## src/rtl/muldiv_pkg.sv

```systemverilog
// Shared types for the iterative multiply/divide unit: opcode, FSM states, divide-by-zero fill.
// Latency: n/a (declarations only).
// Backpressure: n/a (declarations only).
package muldiv_pkg;

   // Operation select as seen on the op port.
   typedef enum logic [1:0] {
      MUL_LO = 2'd0,
      MUL_HI = 2'd1,
      DIV    = 2'd2,
      MOD    = 2'd3
   } muldiv_op_t;

   // Control FSM states.
   typedef enum logic [1:0] {
      IDLE = 2'd0,
      RUN  = 2'd1,
      DONE = 2'd2
   } md_state_t;

   // Quotient fill for a zero divisor: every result bit is set to this value.
   localparam bit DBZ_QUOT = 1'b1;

endpackage

```

## src/rtl/iter_muldiv_unit.sv

```systemverilog
// Iterative unsigned multiply (shift-add) / divide (restoring shift-subtract), one step per cycle.
// Latency: done pulses WIDTH cycles after the start-accepting edge (1 cycle for a zero divisor).
// Backpressure: none; busy stalls upstream, and start is ignored while RUN (no queueing).
module iter_muldiv_unit
   import muldiv_pkg::*;
#(
   parameter  int WIDTH = 8,
   localparam int CNT_W = $clog2(WIDTH + 1)
) (
   input  logic             CLK,
   input  logic             rst_n,
   input  logic             start,
   input  logic [1:0]       op,
   input  logic [WIDTH-1:0] opA,
   input  logic [WIDTH-1:0] opB,
   output logic             busy,
   output logic             done,
   output logic [WIDTH-1:0] result,
   output logic             div_zero
);

   // One iteration of the shared datapath. {acc, mq} is a 2*WIDTH shift register:
   //  multiply: acc = running upper half, mq = multiplier shifting out LSB-first,
   //            dvs = multiplicand; the whole pair shifts right once per step.
   //  divide:   acc = partial remainder, mq = dividend shifting out MSB-first while
   //            quotient bits shift in at the bottom, dvs = divisor.
   function automatic logic [2*WIDTH-1:0] md_step(
      input logic             is_div,
      input logic [WIDTH-1:0] acc,
      input logic [WIDTH-1:0] mq,
      input logic [WIDTH-1:0] dvs
   );
      logic [WIDTH:0]       sum;
      logic [WIDTH:0]       trial;
      logic [2*WIDTH-1:0]   nxt;
      sum   = '0;
      trial = '0;
      nxt   = '0;
      if (!is_div) begin
         // Carry out of the add becomes the new top bit after the right shift.
         sum = {1'b0, acc} + (mq[0] ? {1'b0, dvs} : '0);
         nxt = {sum, mq[WIDTH-1:1]};
      end else begin
         // Previous remainder is < divisor, so the shifted trial fits in WIDTH+1 bits
         // and the restored/subtracted remainder fits back into WIDTH bits.
         trial = {acc, mq[WIDTH-1]};
         if (trial >= {1'b0, dvs}) begin
            nxt = {WIDTH'(trial - {1'b0, dvs}), mq[WIDTH-2:0], 1'b1};
         end else begin
            nxt = {trial[WIDTH-1:0], mq[WIDTH-2:0], 1'b0};
         end
      end
      return nxt;
   endfunction

   md_state_t         state_q,    state_d;
   muldiv_op_t        op_q,       op_d;
   logic [WIDTH-1:0]  acc_q,      acc_d;
   logic [WIDTH-1:0]  mq_q,       mq_d;
   logic [WIDTH-1:0]  dvs_q,      dvs_d;
   logic [CNT_W-1:0]  cnt_q,      cnt_d;
   logic [WIDTH-1:0]  result_q,   result_d;
   logic              div_zero_q, div_zero_d;

   muldiv_op_t        op_in;
   logic              is_div;
   logic              dbz;
   logic              last_step;
   logic [2*WIDTH-1:0] step_res;

   assign op_in = muldiv_op_t'(op);

   // Next-state, operand capture, iteration step and result selection.
   always_comb begin
      state_d    = state_q;
      op_d       = op_q;
      acc_d      = acc_q;
      mq_d       = mq_q;
      dvs_d      = dvs_q;
      cnt_d      = cnt_q;
      result_d   = result_q;
      div_zero_d = div_zero_q;

      is_div    = (op_q == DIV) || (op_q == MOD);
      dbz       = is_div && (dvs_q == '0);
      last_step = (cnt_q == CNT_W'(WIDTH - 1));
      step_res  = md_step(is_div, acc_q, mq_q, dvs_q);

      unique case (state_q)
         IDLE, DONE: begin
            if (start) begin
               // Operands are captured here only; later port changes are ignored.
               state_d    = RUN;
               op_d       = op_in;
               acc_d      = '0;
               cnt_d      = '0;
               div_zero_d = 1'b0;
               if ((op_in == MUL_LO) || (op_in == MUL_HI)) begin
                  dvs_d = opA;
                  mq_d  = opB;
               end else begin
                  dvs_d = opB;
                  mq_d  = opA;
               end
            end else begin
               state_d = IDLE;
            end
         end
         RUN: begin
            if (dbz) begin
               // Zero divisor short-circuits: mq still holds the untouched dividend.
               state_d    = DONE;
               div_zero_d = 1'b1;
               result_d   = (op_q == DIV) ? {WIDTH{DBZ_QUOT}} : mq_q;
            end else begin
               {acc_d, mq_d} = step_res;
               cnt_d         = cnt_q + CNT_W'(1);
               if (last_step) begin
                  state_d = DONE;
                  unique case (op_q)
                     MUL_LO: result_d = step_res[WIDTH-1:0];
                     MUL_HI: result_d = step_res[2*WIDTH-1:WIDTH];
                     DIV:    result_d = step_res[WIDTH-1:0];
                     MOD:    result_d = step_res[2*WIDTH-1:WIDTH];
                  endcase
               end
            end
         end
         default: begin
            state_d = IDLE;
         end
      endcase
   end

   // State and datapath registers; reset aborts any operation in flight.
   always_ff @(posedge CLK or negedge rst_n) begin
      if (!rst_n) begin
         state_q    <= IDLE;
         op_q       <= MUL_LO;
         acc_q      <= '0;
         mq_q       <= '0;
         dvs_q      <= '0;
         cnt_q      <= '0;
         result_q   <= '0;
         div_zero_q <= 1'b0;
      end else begin
         state_q    <= state_d;
         op_q       <= op_d;
         acc_q      <= acc_d;
         mq_q       <= mq_d;
         dvs_q      <= dvs_d;
         cnt_q      <= cnt_d;
         result_q   <= result_d;
         div_zero_q <= div_zero_d;
      end
   end

   // Status decodes straight from the state register so reset clears them at once.
   assign busy     = (state_q == RUN);
   assign done     = (state_q == DONE);
   assign result   = result_q;
   assign div_zero = div_zero_q;

endmodule

```

## config.mk

```make
export PLATFORM = sky130hd
export DESIGN_NAME = iter_muldiv_unit
export DESIGN_NICKNAME = d
export VERILOG_FILES = /design/src/rtl/muldiv_pkg.sv /design/src/rtl/iter_muldiv_unit.sv
export SDC_FILE = /design/constraint.sdc
export NUM_CORES = 1
export LEC_CHECK = 0
export BUFFER_PORTS_ARGS = -buffer_cell sky130_fd_sc_hd__buf_2
export CAP_MARGIN = 20
export CORE_ASPECT_RATIO = 1.4
export CORE_MARGIN = 2
export CORE_UTILIZATION = 51
export CTS_CLUSTER_SIZE = 20
export DETAILED_ROUTE_END_ITERATION = 10
export PLACE_DENSITY = 0.73
export SLEW_MARGIN = 20
export SYNTH_ARGS = -nofsm -noshare
export SYNTH_HDL_FRONTEND = slang
export SYNTH_SLANG_ARGS = --single-unit
```

## constraint.sdc

```tcl
create_clock -name CLK -period 2.6 [get_ports CLK]
set_input_delay 0.52 -clock CLK [delete_from_list [all_inputs] [get_ports CLK]]
set_output_delay 0.52 -clock CLK [all_outputs]
set_load 0.02 [all_outputs]
```

Word-level counts from Yosys, hierarchy flattened:

Cells that the tools add are included.

* flip-flop bits (word level): 41
* bits of input ports: 21
* output and inout port bits: 11

* $add $sub $neg: 3
* $lt $le $gt $ge: 1
* equality and inequality tests: 11
* muxes and demuxes: 25
* reductions and logical operators: 16

Operators with widths (number)
* 8-bit two-way mux: 10
* 8-bit case mux with 2 select lines: 3
* 16-bit two-way mux: 2
* 8-bit by 8-bit adder with 9-bit output: 1
* 9-bit by 8-bit >= comparator with 1-bit output: 1
* 8-bit zero test: 1
* 4-bit two-way mux: 2
* 4-bit case mux with 2 select lines: 1
* 8-bit subtractor: 1
* 2-bit by 1-bit equality test with 1-bit output, second input constant: 3
* 2-bit equality test, second input constant: 3
* 2-bit zero test: 3
* 3-bit AND reduction: 2
* 2-bit OR reduction: 3
* 4-bit by 1-bit adder with 4-bit output, second input constant: 1
* 4-bit by 3-bit equality test with 1-bit output, second input constant: 1
* 2-bit two-way mux: 2
* 2-bit inequality test, second input constant: 2
* 2-bit case mux with 2 select lines: 1
* 2-bit AND reduction: 2
* 2-bit nonzero test: 2
* 1-bit two-way mux: 3
* 3-bit by 1-bit inequality test with 1-bit output, second input constant: 1
* 1-bit logical OR: 2
* 3 further kinds: 3

Longest topological paths before layout:

Gate-level depths: netlist of the first run.

* depth in word-level cells: 6
* gate-level depth with buffers: 12
* mapped depth without buffers: 11

Worst setup path after synthesis of the first run:

No wires, ideal clock.

* path kind: register to register
* start: reg acc_q[2]
* end: reg result_q[0], in the netlist result[0]
* setup time: 0.073 ns
* arrival time: 2.317 ns
* data required time: 2.527 ns
* setup slack: 0.210 ns
* stages on the path, launching flop included: 9
* buffers on the path: 0
* period minus slack after synthesis: 2.390 ns
* cells stage by stage: dfrtp_1 > ha_1 > a21o_1 > a21oi_2 > o2111ai_2 > nand2_4 > mux2_4 > mux4_2 > a21oi_2

* cells in the longest elaborated chain, start to end: 6

Ends and longest elaborated chain
* start, declared: line iter_muldiv_unit.sv:58 `logic [WIDTH-1:0] acc_q, acc_d;`
* start signal, assigned: line iter_muldiv_unit.sv:140 `acc_q <= '0;`
* start signal, assigned: line iter_muldiv_unit.sv:149 `acc_q <= acc_d;`
* 9-bit by 8-bit >= comparator with 1-bit output: line iter_muldiv_unit.sv:47 `if (trial >= {1'b0, dvs}) begin`
* 16-bit two-way mux: line iter_muldiv_unit.sv:47
* 16-bit two-way mux: line iter_muldiv_unit.sv:39 `if (!is_div) begin`
* 8-bit case mux with 2 select lines: line iter_muldiv_unit.sv:120 `unique case (op_q)`
* 8-bit two-way mux: line iter_muldiv_unit.sv:118 `if (last_step) begin`
* 8-bit two-way mux: line iter_muldiv_unit.sv:110 `if (dbz) begin`
* end signal, assigned: line iter_muldiv_unit.sv:153 `result_q <= result_d;`
* end, declared: line iter_muldiv_unit.sv:62 `logic [WIDTH-1:0] result_q, result_d;`

Every way passes these cells. The select of a mux whose other input is x is not followed.
A chain may end at the register's enable or synchronous reset.

Final worst setup path of the first run:

* start: reg dvs_q[6]
* end: reg result_q[0], in the netlist result[0]

* cells in the longest elaborated chain, start to end: 6

Ends and longest elaborated chain
* start, declared: line iter_muldiv_unit.sv:60 `logic [WIDTH-1:0] dvs_q, dvs_d;`
* start signal, assigned: line iter_muldiv_unit.sv:151 `dvs_q <= dvs_d;`
* 9-bit by 8-bit >= comparator with 1-bit output: line iter_muldiv_unit.sv:47
* 16-bit two-way mux: line iter_muldiv_unit.sv:47
* 16-bit two-way mux: line iter_muldiv_unit.sv:39
* 8-bit case mux with 2 select lines: line iter_muldiv_unit.sv:120
* 8-bit two-way mux: line iter_muldiv_unit.sv:118
* 8-bit two-way mux: line iter_muldiv_unit.sv:110

Parallel ways exist; a longest one is shown, timed or not. The select of a mux whose other input is x is not followed.

==> metrics.md, run 1 <==
| Metric | Value |
|---|---|
| Largest net degree at the start of global routing | `42` |
| Ys flop type | `dfrtp_1` |
| Num rows | `33` |
| DRT Pass-1 Iters | `5` |
| Final setup margin | `between 0.1 and 0.15 ns` |
| Clk sinks | `41` |
| Initial DRC count | `202` |
| GRT Total Usage | `0.264` |
| EDFF count, synth | `0` |
| Final instance area | `3480 um2` |
| Yosys warns | `0` |
| Vias in the first global route | `roughly 2600` |
| Worst-path fanout max | `6` |
| Drt total wl | `7800 um` |
| Reg2reg setup slack | `approximately 0.12 ns` |
| Met3 Routed Length | `between 300 and 400 um` |
| Pwr Total | `~5.4 mW` |
| Slew headroom | `0.380` |
| Starting density of the core | `0.521` |
| Slew Limit Fails | `0` |
| Clk_lat worst skew | `about 0.30 ns` |
| Final hold viol count | `0` |
| Synth Cell Area | `3010 um2` |
| Status | `completed` |
| Post-synth cell types | `54` |
| Min Hold Slack | `0.359 ns` |
| Area share of xor/xnor cells in the synthesized design | `0.0262` |
| Worst Tran Pin Value | `0.931 ns` |
| IO buf count | `31` |
| Largest family of logic cells by synthesized area | `compound AO/OA/AOI/OAI gates` |
| Vias per cell | `a little over 6` |
| Synthesized flop and latch total | `around 40` |
| Hpwl dp | `approximately 6000 um` |
| H-tree depth | `2` |
| Placed instance count | `~440` |
| I/O pins | `32` |
| Layout Cells excl Fill | `452` |
| M1 wire length | `around 3100 um` |
| Worst reg2reg startpoint | `dvs_q[6]$_DFFE_PN0P_` |
| Final setup viols | `0` |
| Ant diodes | `0` |
| Sequential-to-total area share from yosys stat | `0.341` |
| Worst Setup End Kind | `flop` |
| Period utilization | `0.955` |
| First-pass GRT wire length | `~13000 um` |
| Worst-case reg-to-reg path depth | `8` |
| Pre-CTS WS | `around 0.0028 ns` |
| Area grow syn2layout | `15.5%` |
| Critical path arrival | `between 2 and 3 ns` |
| Power Density | `between 1500 and 2000 nW/um2` |
| DRC Markers | `0` |
| Worst EP required | `about 2.8 ns` |
| Drt wl/cell | `17.3 um` |
| Async SR Flop Fraction | `1.00` |
| Buffer depth of the longest clock path | `2` |
| Final Util | `0.602` |
| Max_cap viols | `0` |
| Core area | `~5800 um2` |
| Mapped Cells | `340` |
| Compound-Gate Fraction of Synth Area | `0.220` |
| Post-DRT Antenna Nets | `0` |
| Multiplexer share of the synthesized area | `0.124` |
| Crit Reg-Reg Endpoint | `result[0]$_DFFE_PN0P_` |
| Pleak | `about 1.6 nW` |
| CTS buffer count | `5` |
| Post-Synth Adder-Cell Area | `0.0839` |
| GP Congestion | `0.894` |
| Final-layout fill cell count | `522` |
| Post-Place Cell Area | `between 3000 and 4000 um2` |
| Setup tns final | `0 ns` |
| CP startpoint kind | `flop` |
| Post-layout min period | `2.48 ns` |
| Min-Delay Path Class | `in -> async` |
| Met2 routed WL | `between 3000 and 4000 um` |
| Top Layer Used | `met4` |
| Root Driver | `clkbuf_8` |
| Layout cells sized above 1 | `0.220` |
| Die area | `around 6500 um2` |
| Syn_nets | `380` |
| Antenna violations before repair | `0` |
| Grt ovf | `0` |
| Post-synthesis simple-gate area fraction | `0.160` |
| Clk_skew | `0.0111 ns` |
| CTS tree | `done` |
| Most frequent cells in the layout | `41 x dfrtp_1, 32 x nand2_1, 31 x buf_2` |
| Post-Syn Area per Cell | `just under 9 um2` |
| Final #Nets | `around 420` |
| Commonest non-fill, non-tap cell in the layout | `dfrtp_1` |
| Via count | `2757` |
| Peak Freq | `403 MHz` |
| Worst-path clk slew | `0.09 ns` |
| Crit path kind | `reg -> reg` |
| RSZ-0062 raised after global routing | `false` |
| Chip width | `roughly 69 um` |
| Die Span Y | `94.9 um` |
| Peak supply drop | `approximately 0.63 mV` |
## where the power goes
part           internal (mW)  switching (mW)  total, mW
clock                  0.215           0.227      0.442
sequential             0.946           0.340       1.29
combinational           1.64            2.06       3.70
## worst max-delay path, stage by stage, from the launching register on
cell       delay, ns
dfrtp_1         0.39
inv_1           0.06
ha_1            0.32
a21oi_1         0.35
o2111ai_2       0.21
nand2_4         0.16
mux2_4          0.33
mux4_2          0.48
a21oi_2         0.14
## cell families after synthesis
| family | after synthesis |
|---|---|
| buffers and inverters | 37 |
| AND/OR/NAND/NOR | 101 |
| XOR/XNOR | 9 |
| multiplexers | 35 |
| adder cells (fa/ha/maj) | 19 |
| AO/OA/AOI/OAI | 98 |
| flip-flops | 41 |
## flip-flops by register name, indices dropped and copies added, names as in the netlist
signal,flops
acc_q,8
dvs_q,8
mq_q,8
result,8
cnt_q,4
op_q,2
state_q,2
div_zero,1
## Yosys cell counts (3+ instances only)
master,count,area [um2]
a211oi_1,10,75.1
ha_1,17,213
xor2_1,3,26.3
nor4_1,3,18.8
a21oi_1,11,55.1
nand2_1,32,120
inv_1,18,67.6
xnor2_1,6,52.6
o221ai_1,6,52.6
dfrtp_1,41,1030
mux2i_1,29,290
clkbuf_1,16,60.1
and2_1,8,50.1
o21bai_1,3,22.5
o311ai_0,4,35.0
mux2_2,4,45.0
nand2b_1,3,18.8
nor2_1,23,86.3
a21oi_2,3,26.3
o21ai_1,7,35.0
nor3_1,6,30.0
nand3_1,12,60.1
o21ai_0,28,140
nor2b_1,5,31.3
a21o_1,5,37.5
## worst max path at each step
| stage | start | cells past startpoint | to | slack (ns) |
|---|---|---|---|---|
| 2_1_floorplan | acc_q[2]$_DFFE_PN0P_ | 8 | result[0]$_DFFE_PN0P_ | 0.21 |
| 3_3_place_gp | mq_q[7]$_DFFE_PN0P_ | 11 | result[4]$_DFFE_PN0P_ | 0.04 |
| 4_1_cts | mq_q[7]$_DFFE_PN0P_ | 11 | result[6]$_DFFE_PN0P_ | 0.02 |
| 3_5_place_dp | mq_q[7]$_DFFE_PN0P_ | 11 | result[4]$_DFFE_PN0P_ | 0.003 |
| 6_report | dvs_q[6]$_DFFE_PN0P_ | 8 | result[0]$_DFFE_PN0P_ | 0.12 |
| 5_1_grt | dvs_q[6]$_DFFE_PN0P_ | 8 | result[0]$_DFFE_PN0P_ | 0.04 |
## layout make-up
type,instances,area [um2],share of cell area
Timing Repair Buffer,52,313,0.0899
Multi-Input combinational cell,262,1880,0.542
Clock buffer,6,82.6,0.0237
Clock inverter,2,13.8,0.00396
Tap cell,70,87.6,0.0252
Inverter,19,71.3,0.0205
Sequential cell,41,1030,0.295
## per-layer routing
metal	global-route usage	vias to the layer above
li1	-	1324
met1	0.334	1327
met2	0.445	82
met3	0.0381	24
met4	0.103	0
met5	0	-
## repair_timing
item | in CTS | in global routing
setup endpoints to repair | 1 | 5
hold buffers | 0 | 0
resized for setup | 1 | 7
setup buffers | 0 | 2
No activity file was read; power rests on OpenSTA's default activity.
==> inputs of run 2 (changes only) <==
--- a/config.mk
+++ b/config.mk
@@ -9,10 +9,11 @@
 export CAP_MARGIN = 20
 export CORE_ASPECT_RATIO = 1.4
 export CORE_MARGIN = 2
-export CORE_UTILIZATION = 51
+export CORE_UTILIZATION = 59
 export CTS_CLUSTER_SIZE = 20
 export DETAILED_ROUTE_END_ITERATION = 10
-export PLACE_DENSITY = 0.73
+export PLACE_DENSITY = 0.82
+export SETUP_SLACK_MARGIN = 0.4
 export SLEW_MARGIN = 20
 export SYNTH_ARGS = -nofsm -noshare
 export SYNTH_HDL_FRONTEND = slang
==> metrics.md, run 2 (same netlist as run 1, synthesis figures left out) <==
| Metric | Value |
|---|---|
| Via count | `2975 (+7.9%)` |
| Chip width | `64.4 um (-6.6%)` |
| Worst reg2reg startpoint | `mq_q[7]$_DFFE_PN0P_` |
| CTS tree | `done` |
| Critical path startpoint | `mq_q[7]$_DFFE_PN0P_` |
| Core area | `4880 um2 (-16%)` |
| Vias in the first global route | `2928 (+13%)` |
| Ant diodes | `0 (unchanged)` |
| Post-layout min period | `2.48 ns (-0.00201 ns)` |
| Drt wl/cell | `20.9 um (+21%)` |
| Post-DRT Antenna Nets | `0 (unchanged)` |
| Final setup viols | `0 (unchanged)` |
| Worst EP required | `2.81 ns (-0.03 ns)` |
| Status | `completed` |
| Largest net degree at the start of global routing | `42 (unchanged)` |
| Critical path arrival | `2.69 ns (-0.03 ns)` |
| Die Span Y | `88.5 um (-6.7%)` |
| Pre-CTS WS | `0.178 ns (+0.175 ns)` |
| I/O pins | `32 (unchanged)` |
| Num rows | `30 (-9.1%)` |
| Min-Delay Path Class | `in -> async` |
| Final hold viol count | `0 (unchanged)` |
| Initial DRC count | `265 (+31%)` |
| Layout cells sized above 1 | `0.332 (+0.112)` |
| Slew headroom | `0.363 (-0.0170)` |
| Peak Freq | `403 MHz (about the same)` |
| Starting density of the core | `0.617 (+0.0962)` |
| Grt ovf | `0 (unchanged)` |
| RSZ-0062 raised after global routing | `true` |
| Die area | `5700 um2 (-13%)` |
| Worst-path clk slew | `0.09 ns (about the same)` |
| GRT Total Usage | `0.338 (+0.0739)` |
| Antenna violations before repair | `0 (unchanged)` |
| Hpwl dp | `6160 um (+2.2%)` |
| DRT Pass-1 Iters | `5 (unchanged)` |
| Worst Setup End Kind | `flop` |
| Worst Tran Pin Value | `0.956 ns (+0.0255 ns)` |
| Root Driver | `clkbuf_8` |
| Commonest non-fill, non-tap cell in the layout | `dfrtp_1` |
| Layout Cells excl Fill | `456 (+0.88%)` |
| Worst-path fanout max | `3 (-3)` |
| Clk_lat worst skew | `0.31 ns (about the same)` |
| CP startpoint kind | `flop` |
| DRC Markers | `0 (unchanged)` |
| Vias per cell | `6.52 (+7.0%)` |
| Min Hold Slack | `0.354 ns (-0.00466 ns)` |
| Final setup margin | `0.118 ns (+0.00201 ns)` |
| IO buf count | `31 (unchanged)` |
| Clk_skew | `0.0139 ns (+0.00281 ns)` |
| Area grow syn2layout | `26.2%` |
| Setup tns final | `0 ns (unchanged)` |
| Most frequent cells in the layout | `40 x dfrtp_1, 31 x nand2_1, 31 x buf_2` |
| Period utilization | `0.955 (about the same)` |
| Final #Nets | `431 (+2.4%)` |
| Placed instance count | `429 (-2.9%)` |
| Buffer depth of the longest clock path | `2 (unchanged)` |
| First-pass GRT wire length | `14600 um (+14%)` |
| Crit path kind | `reg -> reg` |
| Max_cap viols | `0 (unchanged)` |
| H-tree depth | `2 (unchanged)` |
| CTS buffer count | `5 (unchanged)` |
| Slew Limit Fails | `0 (unchanged)` |
| Clk sinks | `41 (unchanged)` |
| CTS Hold Bufs | `0 (unchanged)` |
| GP Congestion | `0.954 (+6.7%)` |
| Worst-case reg-to-reg path depth | `11 (+3)` |
| Drt total wl | `9550 um (+22%)` |
==> run 2: cell count changes in the layout (fill, tap and decap cells not counted), sizes merged <==
cell / delta
clkinv: -2
buf: +10
inv: +1
clkbuf: +1
==> run 2: worst max-delay path, stage by stage, from the launching register on <==
cell      delay, ns
dfrtp_1        0.43
inv_2          0.08
ha_2           0.18
inv_2          0.06
fa_2           0.37
buf_4          0.15
a21o_1         0.16
a21oi_2        0.22
xnor2_2        0.13
mux2i_4        0.24
a211oi_2       0.11
o221a_2        0.26
==> run 2: final timing paths <==
path	endpoint	slack, ns
setup / recovery	result[4]$_DFFE_PN0P_	0.12
hold / removal	dvs_q[4]$_DFFE_PN0P_	0.35
setup reg to reg	result[4]$_DFFE_PN0P_	0.12
hold reg to reg	result[1]$_DFFE_PN0P_	0.48
max in group asynchronous	acc_q[0]$_DFFE_PN0P_	1.59
min in group CLK	op_q[0]$_DFFE_PN0P_	0.44
==> run 2: layer usage <==
metal,global-route usage,vias to the layer above,share of wire
met3,0.0420,63,0.065
met4,0.151,0,0.066
met2,0.617,160,0.51
met1,0.397,1413,0.35
met5,0,-,0
li1,-,1339,-
==> run 2: repair_timing <==
| action | CTS | global route |
|---|---|---|
| buffers inserted | 14 | 5 |
| endpoints found under the setup margin | 14 | 24 |
| pin swaps | 15 | 19 |
| cloned | 0 | 0 |
| gates resized for setup | 21 | 32 |
==> run 2: area by class of cell <==
class                           count  area (um2)
Multi-Input combinational cell    262        2110
Timing Repair Buffer               62         404
Clock buffer                        7        96.3
Fill cell                         324        1080
Tap cell                           64        80.1
Sequential cell                    41        1030
Inverter                           19        71.3
Clock inverter                      1        8.76
==> run 2: stage by stage <==
step | utilization | instance area (um2)
2_1_floorplan | - | 3060
3_3_place_gp | 0.677 | 3300
3_5_place_dp | 0.677 | 3300
4_1_cts | 0.738 | 3600
5_1_grt | 0.779 | 3800
6_report | 0.779 | 3800
Power of run 2 is not shown: default switching activity piles up to over one toggle a cycle in this logic, so the estimate is an artifact.
